### src/rtl/uart_image_bridge.sv
// uart_image_bridge
//  Byte-stream to memory bridge between the UART core and port b of the
//  dual-port image memory.
//   'L' (0x4C): receive WIDTH*HEIGHT pixel bytes and write them to words
//               0..N-1, four pixels per word, little-endian. Reply 0x06.
//   'D' (0x44): read words RESULT_BASE..RESULT_BASE+N-1 and send each word
//               LSB first.
//  Optional feature (macro UART_IMAGE_BRIDGE_CHECKSUM_EN): an 8-bit XOR of all
//  image bytes, received or sent, is cleared on each command and sent as one
//  extra byte after the 0x06 (load) or after the last image byte (dump).
// Ports
//  clk, rst           system clock, asynchronous active-low reset
//  rx_data, rx_stb    received byte and its 1-cycle valid pulse
//  tx_data, tx_stb    byte to send; tx_stb held until tx_ack
//  tx_ack             1-cycle pulse: UART accepted tx_data
//  mem_en, mem_we     memory port enable / write enable
//  mem_addr, mem_dw   word address / write data
//  mem_dr             read data, valid 1 cycle after a read enable
//  busy               high in every state except IDLE
//  state_dbg          current FSM state encoding
// TX handshake: tx_data is stable while tx_stb=1. A cycle with tx_stb=1 and
// tx_ack=1 accepts the byte; tx_stb is low the following cycle, and a new byte
// is raised only from a cycle in which tx_stb is low, so one ack moves exactly
// one byte.
module uart_image_bridge #(
  parameter int WIDTH       = 352,
  parameter int HEIGHT      = 288,
  parameter int ADDR_WIDTH  = 16,
  parameter int RESULT_BASE = WIDTH * HEIGHT / 4
) (
  input  logic                  clk,
  input  logic                  rst,
  input  logic [7:0]            rx_data,
  input  logic                  rx_stb,
  output logic [7:0]            tx_data,
  output logic                  tx_stb,
  input  logic                  tx_ack,
  output logic                  mem_en,
  output logic                  mem_we,
  output logic [ADDR_WIDTH-1:0] mem_addr,
  output logic [31:0]           mem_dw,
  input  logic [31:0]           mem_dr,
  output logic                  busy,
  output logic [2:0]            state_dbg
);

  localparam int N     = WIDTH * HEIGHT / 4;
  localparam int TOTAL = WIDTH * HEIGHT;
  localparam int CNT_W = $clog2(TOTAL);
  localparam logic [7:0] CMD_LOAD = 8'h4C;
  localparam logic [7:0] CMD_DUMP = 8'h44;
  localparam logic [7:0] ACK_BYTE = 8'h06;

  if (WIDTH % 4 != 0) begin : g_bad_width
    $error("uart_image_bridge: WIDTH must be a multiple of 4");
  end
  if ((64'(RESULT_BASE) + 64'(N)) > (64'd1 << ADDR_WIDTH)) begin : g_bad_addr
    $error("uart_image_bridge: result image does not fit in ADDR_WIDTH");
  end

  typedef enum logic [2:0] {
    ST_IDLE      = 3'd0,
    ST_LOAD      = 3'd1,
    ST_LOAD_ACK  = 3'd2,
    ST_DUMP_RD   = 3'd3,
    ST_DUMP_WAIT = 3'd4,
    ST_DUMP_TX   = 3'd5
`ifdef UART_IMAGE_BRIDGE_CHECKSUM_EN
    , ST_CSUM_TX = 3'd6
`endif
  } state_t;

`ifdef UART_IMAGE_BRIDGE_CHECKSUM_EN
  localparam state_t ST_AFTER = ST_CSUM_TX;
`else
  localparam state_t ST_AFTER = ST_IDLE;
`endif

  state_t                state, next_state;
  logic [CNT_W-1:0]      byte_cnt;
  logic [ADDR_WIDTH-1:0] word_idx;
  logic [ADDR_WIDTH-1:0] wr_addr;
  logic                  wr_pulse;
  logic [31:0]           word_q;
  logic [1:0]            byte_sel;
  logic                  tx_want;
  logic [7:0]            tx_byte;
  logic                  tx_done;
  logic                  last_byte;
  logic                  last_word;
`ifdef UART_IMAGE_BRIDGE_CHECKSUM_EN
  logic [7:0]            csum;
`endif

  assign tx_done   = tx_stb & tx_ack;
  assign last_byte = (byte_cnt == CNT_W'(TOTAL - 1));
  assign last_word = (word_idx == ADDR_WIDTH'(N - 1));

  // Reads are a pure function of the state; writes are a registered pulse
  // in the cycle after the 4th byte of a word. The two never coincide.
  assign mem_en    = wr_pulse | (state == ST_DUMP_RD);
  assign mem_we    = wr_pulse;
  assign mem_addr  = (state == ST_DUMP_RD) ? (ADDR_WIDTH'(RESULT_BASE) + word_idx) : wr_addr;
  assign busy      = (state != ST_IDLE);
  assign state_dbg = state;

  always_ff @(posedge clk or negedge rst) begin
    if (!rst) state <= ST_IDLE;
    else      state <= next_state;
  end

  always_comb begin
    next_state = state;
    tx_want    = 1'b0;
    tx_byte    = 8'h00;
    case (state)
      ST_IDLE: begin
        if (rx_stb) begin
          if (rx_data == CMD_LOAD)      next_state = ST_LOAD;
          else if (rx_data == CMD_DUMP) next_state = ST_DUMP_RD;
        end
      end
      ST_LOAD: begin
        if (rx_stb && last_byte) next_state = ST_LOAD_ACK;
      end
      ST_LOAD_ACK: begin
        tx_want = 1'b1;
        tx_byte = ACK_BYTE;
        if (tx_done) next_state = ST_AFTER;
      end
      ST_DUMP_RD:   next_state = ST_DUMP_WAIT;
      ST_DUMP_WAIT: next_state = ST_DUMP_TX;
      ST_DUMP_TX: begin
        tx_want = 1'b1;
        tx_byte = word_q[{byte_sel, 3'b000} +: 8];
        if (tx_done && byte_sel == 2'd3) next_state = last_word ? ST_AFTER : ST_DUMP_RD;
      end
`ifdef UART_IMAGE_BRIDGE_CHECKSUM_EN
      ST_CSUM_TX: begin
        tx_want = 1'b1;
        tx_byte = csum;
        if (tx_done) next_state = ST_IDLE;
      end
`endif
      default: next_state = ST_IDLE;
    endcase
  end

  always_ff @(posedge clk or negedge rst) begin
    if (!rst) begin
      tx_stb   <= 1'b0;
      tx_data  <= 8'h00;
      wr_pulse <= 1'b0;
      wr_addr  <= '0;
      mem_dw   <= 32'h0;
      word_q   <= 32'h0;
      byte_cnt <= '0;
      word_idx <= '0;
      byte_sel <= 2'd0;
`ifdef UART_IMAGE_BRIDGE_CHECKSUM_EN
      csum     <= 8'h00;
`endif
    end else begin
      wr_pulse <= 1'b0;
      // tx_stb is only raised from a low cycle, which yields the one-cycle gap.
      if (tx_stb) begin
        if (tx_ack) tx_stb <= 1'b0;
      end else if (tx_want) begin
        tx_stb  <= 1'b1;
        tx_data <= tx_byte;
      end
      case (state)
        ST_IDLE: begin
          if (rx_stb && (rx_data == CMD_LOAD || rx_data == CMD_DUMP)) begin
            byte_cnt <= '0;
            word_idx <= '0;
            byte_sel <= 2'd0;
`ifdef UART_IMAGE_BRIDGE_CHECKSUM_EN
            csum     <= 8'h00;
`endif
          end
        end
        ST_LOAD: begin
          if (rx_stb) begin
            mem_dw[{byte_cnt[1:0], 3'b000} +: 8] <= rx_data;
            if (byte_cnt[1:0] == 2'd3) begin
              wr_pulse <= 1'b1;
              wr_addr  <= ADDR_WIDTH'(byte_cnt >> 2);
            end
            if (!last_byte) byte_cnt <= byte_cnt + CNT_W'(1);
`ifdef UART_IMAGE_BRIDGE_CHECKSUM_EN
            csum <= csum ^ rx_data;
`endif
          end
        end
        ST_DUMP_WAIT: word_q <= mem_dr;
        ST_DUMP_TX: begin
          if (tx_done) begin
            byte_sel <= byte_sel + 2'd1;
            if (byte_sel == 2'd3 && !last_word) word_idx <= word_idx + ADDR_WIDTH'(1);
`ifdef UART_IMAGE_BRIDGE_CHECKSUM_EN
            csum <= csum ^ tx_data;
`endif
          end
        end
        default: ;
      endcase
    end
  end

endmodule

### config.mk
export PLATFORM = sky130hd
export DESIGN_NAME = uart_image_bridge
export DESIGN_NICKNAME = d
export VERILOG_FILES = /design/src/rtl/uart_image_bridge.sv
export SDC_FILE = /design/constraint.sdc
export NUM_CORES = 1
export LEC_CHECK = 0
export CAP_MARGIN = 20
export CORE_ASPECT_RATIO = 0.8
export CORE_MARGIN = 2
export CORE_UTILIZATION = 34
export DETAILED_ROUTE_END_ITERATION = 6
export GPL_TIMING_DRIVEN = 0
export PLACE_DENSITY = 0.57
export RECOVER_POWER = 25
export SYNTH_ARGS = -nofsm -noshare
export SYNTH_HDL_FRONTEND = slang
export SYNTH_SLANG_ARGS = --single-unit
### constraint.sdc
create_clock -name clk -period 2.7 [get_ports clk]
set_input_delay 0.405 -clock clk [delete_from_list [all_inputs] [get_ports clk]]
set_output_delay 0.405 -clock clk [all_outputs]
set_load 0.1 [all_outputs]
==> reports/qor.txt <==
Final Slew Violations: 0
Cell Area, Placed: 7650 sq um
WHS Path Cells: 2
Worst Hold Path EP: mem_dw[11]$_DFFE_PN0P_
worst setup margin: 0.0897 ns
via count: 4935
Worst Setup End Kind: primary output
worst r2r src: state_dbg[2]$_DFFE_PN0P_
Final GP Congestion: 0.780
IO Pins: 107
Simple-Gate Fraction of Synth Area: 17.7%
status: complete, no violations
path depth of the worst reg2reg path: 6
commonest non-fill, non-tap cell in the layout: dfrtp_1
Mapped Cells: 592
# fillers: 1653
Setup crit start kind: flop
RSZ-0062 raised after global routing: yes
WP data required: 2.30 ns
WP data arrival: 2.21 ns
Hold Path Origin: mem_dw[11]$_DFFE_PN0P_
Die H: 125 um
Syn Area/Cell: 10.4 sq um
CTS buffer count: 17
slew margin rel.: 6.72%
post-synthesis mux area share: 13.4%
Area contributors post-synth: dfrtp_1 51%, mux2_2 9.8%, nand2_1 6.3%, o21ai_0 4.9%, mux4_2 2.9%
FMAX: 383 MHz
Psw: 4.88 mW
pre-CTS setup slack: -0.736 ns
core area: 17900 sq um
Clk Latency, worst-skew pair: 0.42 ns
Multi-input gate area: 2910 sq um
Setup Skew: 0.00648 ns
layout cell share with drive strength beyond 1: 19.1%
r2r endpoint: byte_cnt[16]$_DFFE_PN0P_
Final Instance Area: 8200 sq um
post-synthesis compound-gate area fraction: 10.9%
# port buffers: 106
drt pass-1 iters: 5
final hold vios: 0
Post-Syn Area: 6180 sq um
clock slew at reported path FFs: 0.06 ns
clock root buffer: clkbuf_16
crit path time final: 2.61 ns
flip-flop and latch count after synthesis: 127
area leader, netlist: dfrtp_1
Yosys Warn Count: 0
GRT Residual Overflow: 0
FFs w/ async S/R, synth: 100%
total power: 10.3 mW
Worst Path Max Fanout: 10
Post-synth EDFFs: 0
die area: 19300 sq um
maximum buffer depth of the clock tree: 2
via count of the first global-routing pass: 5084
Final nets: 773
XOR/XNOR Fraction of Synth Area: 1.70%
Iter 0 DRT Violations: 304
hold_ws: 0.480 ns
All-Layer GR Usage: 17.6%
max-cap violations: 0
Switching Share: 47.2%
adder-cell share of the synthesized area: 2.03%
register area share after synthesis: 51.5%
first-pass GRT wire length: 26.8 mm
worst min-delay path class: flop to flop
Tcrit/Tclk final: 96.7%
drt total wl: 16.0 mm
worst vdd ir: 577 uV
H-tree levels: 4
Yosys top cell area share: 51.5%
clock network fraction of design power: 22.8%
Tightest Pin Transition: 1.40 ns
synth unique cells: 51
combinational fraction of design power: 48.9%
row count: 44
Via-to-Cell Ratio: 5.13
syn_nets: 646
Synth Flop Type: dfrtp_1
CTS tree: built
PD cells: 1260 nW/um^2
initial antenna violation count: 0
Area Growth Syn to Fin: 32.8%
Sink Count: 127
Seq pwr share: 28.3%
critical path class: flop to primary output
setup slack, reg-to-reg: 0.23 ns
final setup TNS: 0 ns
average wire per standard cell: 16.7 um
initial core utilization: 34.4%
diode count: 0
most frequent cells in the layout: 124 x dfrtp_1, 104 x nand2_1, 87 x clkdlybuf4s50_1, 54 x mux2_2, 53 x o21ai_0
Final setup viols: 0
Seq. cell area: 3180 sq um
Die W: 155 um
Leak: 3.39 nW
DRC Markers: 0
largest net degree at the start of global routing: 76
largest family of logic cells by synthesized area: simple AND/OR/NAND/NOR gates
Pint: 5.46 mW
Post-DP HPWL: 11.8 mm
Post-DRT Antenna Nets: 0
==> critical path, cell delays in order (launching register included) <==
cell	delay, ns
dfrtp_2	0.43
clkbuf_1	0.21
nand3b_1	0.13
buf_4	0.16
buf_4	0.25
mux2_2	0.37
buf_4	0.23
==> cell families after synthesis <==
logic type	Yosys count
AND/OR/NAND/NOR	217
flip-flops	127
AO/OA/AOI/OAI	118
multiplexers	66
buffers and inverters	42
XOR/XNOR	12
adder cells (fa/ha/maj)	10
==> synth_stat cells, drive strengths merged, types with 3 or more instances <==
| cell type | number |
|---|---|
| or3 | 13 |
| mux2 | 54 |
| mux2i | 4 |
| a21oi | 32 |
| a211oi | 3 |
| xor2 | 3 |
| nand2 | 104 |
| nand4 | 7 |
| ha | 10 |
| nand3 | 16 |
| mux4 | 8 |
| o21ai | 60 |
| clkbuf | 24 |
| and2 | 3 |
| buf | 5 |
| or4 | 5 |
| nand2b | 3 |
| inv | 13 |
| nor3 | 9 |
| o31ai | 8 |
| xnor2 | 9 |
| dfrtp | 127 |
| a221o | 3 |
| and3 | 6 |
| and4 | 3 |
| nor3b | 5 |
| nor2 | 28 |
| nand3b | 3 |
==> registers in the layout (all words and copies together), names as in the netlist <==
register	flops
mem_dw	32
state_dbg	3
byte_sel	2
byte_cnt	17
word_q	32
mem_we	1
wr_addr	15
word_idx	16
tx_stb	1
tx_data	8
==> cell type report <==
class | instances | share of cell area (%)
multi-input combinational | 423 | 35.5
buffer | 28 | 1.62
clock buffer | 18 | 5.23
inverter | 13 | 0.595
clock inverter | 14 | 2.23
timing repair buffer | 109 | 12.5
sequential | 127 | 38.8
tap | 230 | 3.51
==> per-layer routing <==
layer / track usage, % / vias to the layer above / wire [um]
met1: 23.9 / 2434 / 7450
met2: 27.7 / 129 / 7650
met3: 5.32 / 11 / 797
met4: 4.52 / 0 / 140
met5: 0 / - / 0
li1: - / 2361 / -
==> metrics by stage <==
stage	utilization, %	instances
2_1_floorplan	-	592
3_3_place_gp	42.4	928
3_5_place_dp	42.6	929
4_1_cts	46.0	963
5_1_grt	45.7	962
6_report	45.7	962
==> how the worst max path moves through the flow <==
stage | startpoint | endpoint | slack, ns
after detailed placement | state_dbg[1]$_DFFE_PN0P_ | mem_addr[9] | -0.74
after global routing | state_dbg[1]$_DFFE_PN0P_ | mem_addr[5] | -0.06
final | state_dbg[1]$_DFFE_PN0P_ | mem_addr[5] | 0.09
after global placement | rst | state_dbg[0]$_DFFE_PN0P_ | -4.27
after floorplan | state_dbg[1]$_DFFE_PN0P_ | mem_addr[5] | 0.11
after CTS | word_idx[8]$_DFFE_PN0P_ | word_idx[12]$_DFFE_PN0P_ | 0.02
==> power groups by stage <==
stage,registers [mW],clock network [mW],logic (mW)
2_1_floorplan,4.55,0,2.26
3_3_place_gp,2.93,0,5.07
3_5_place_dp,2.96,0,5.13
4_1_cts,2.93,2.41,5.12
5_1_grt,3.01,2.49,5.35
6_report,2.92,2.36,5.05
==> what timing repair did <==
item | in CTS | in global routing
hold endpoints to repair | 52 | 0
endpoints found under the setup margin | 18 | 31
setup buffers | 1 | 0
hold buffers | 1 | 0
resized for setup | 90 | 16
pin swaps | 1 | 0
Note: power is estimated with default switching activity, not from simulation.
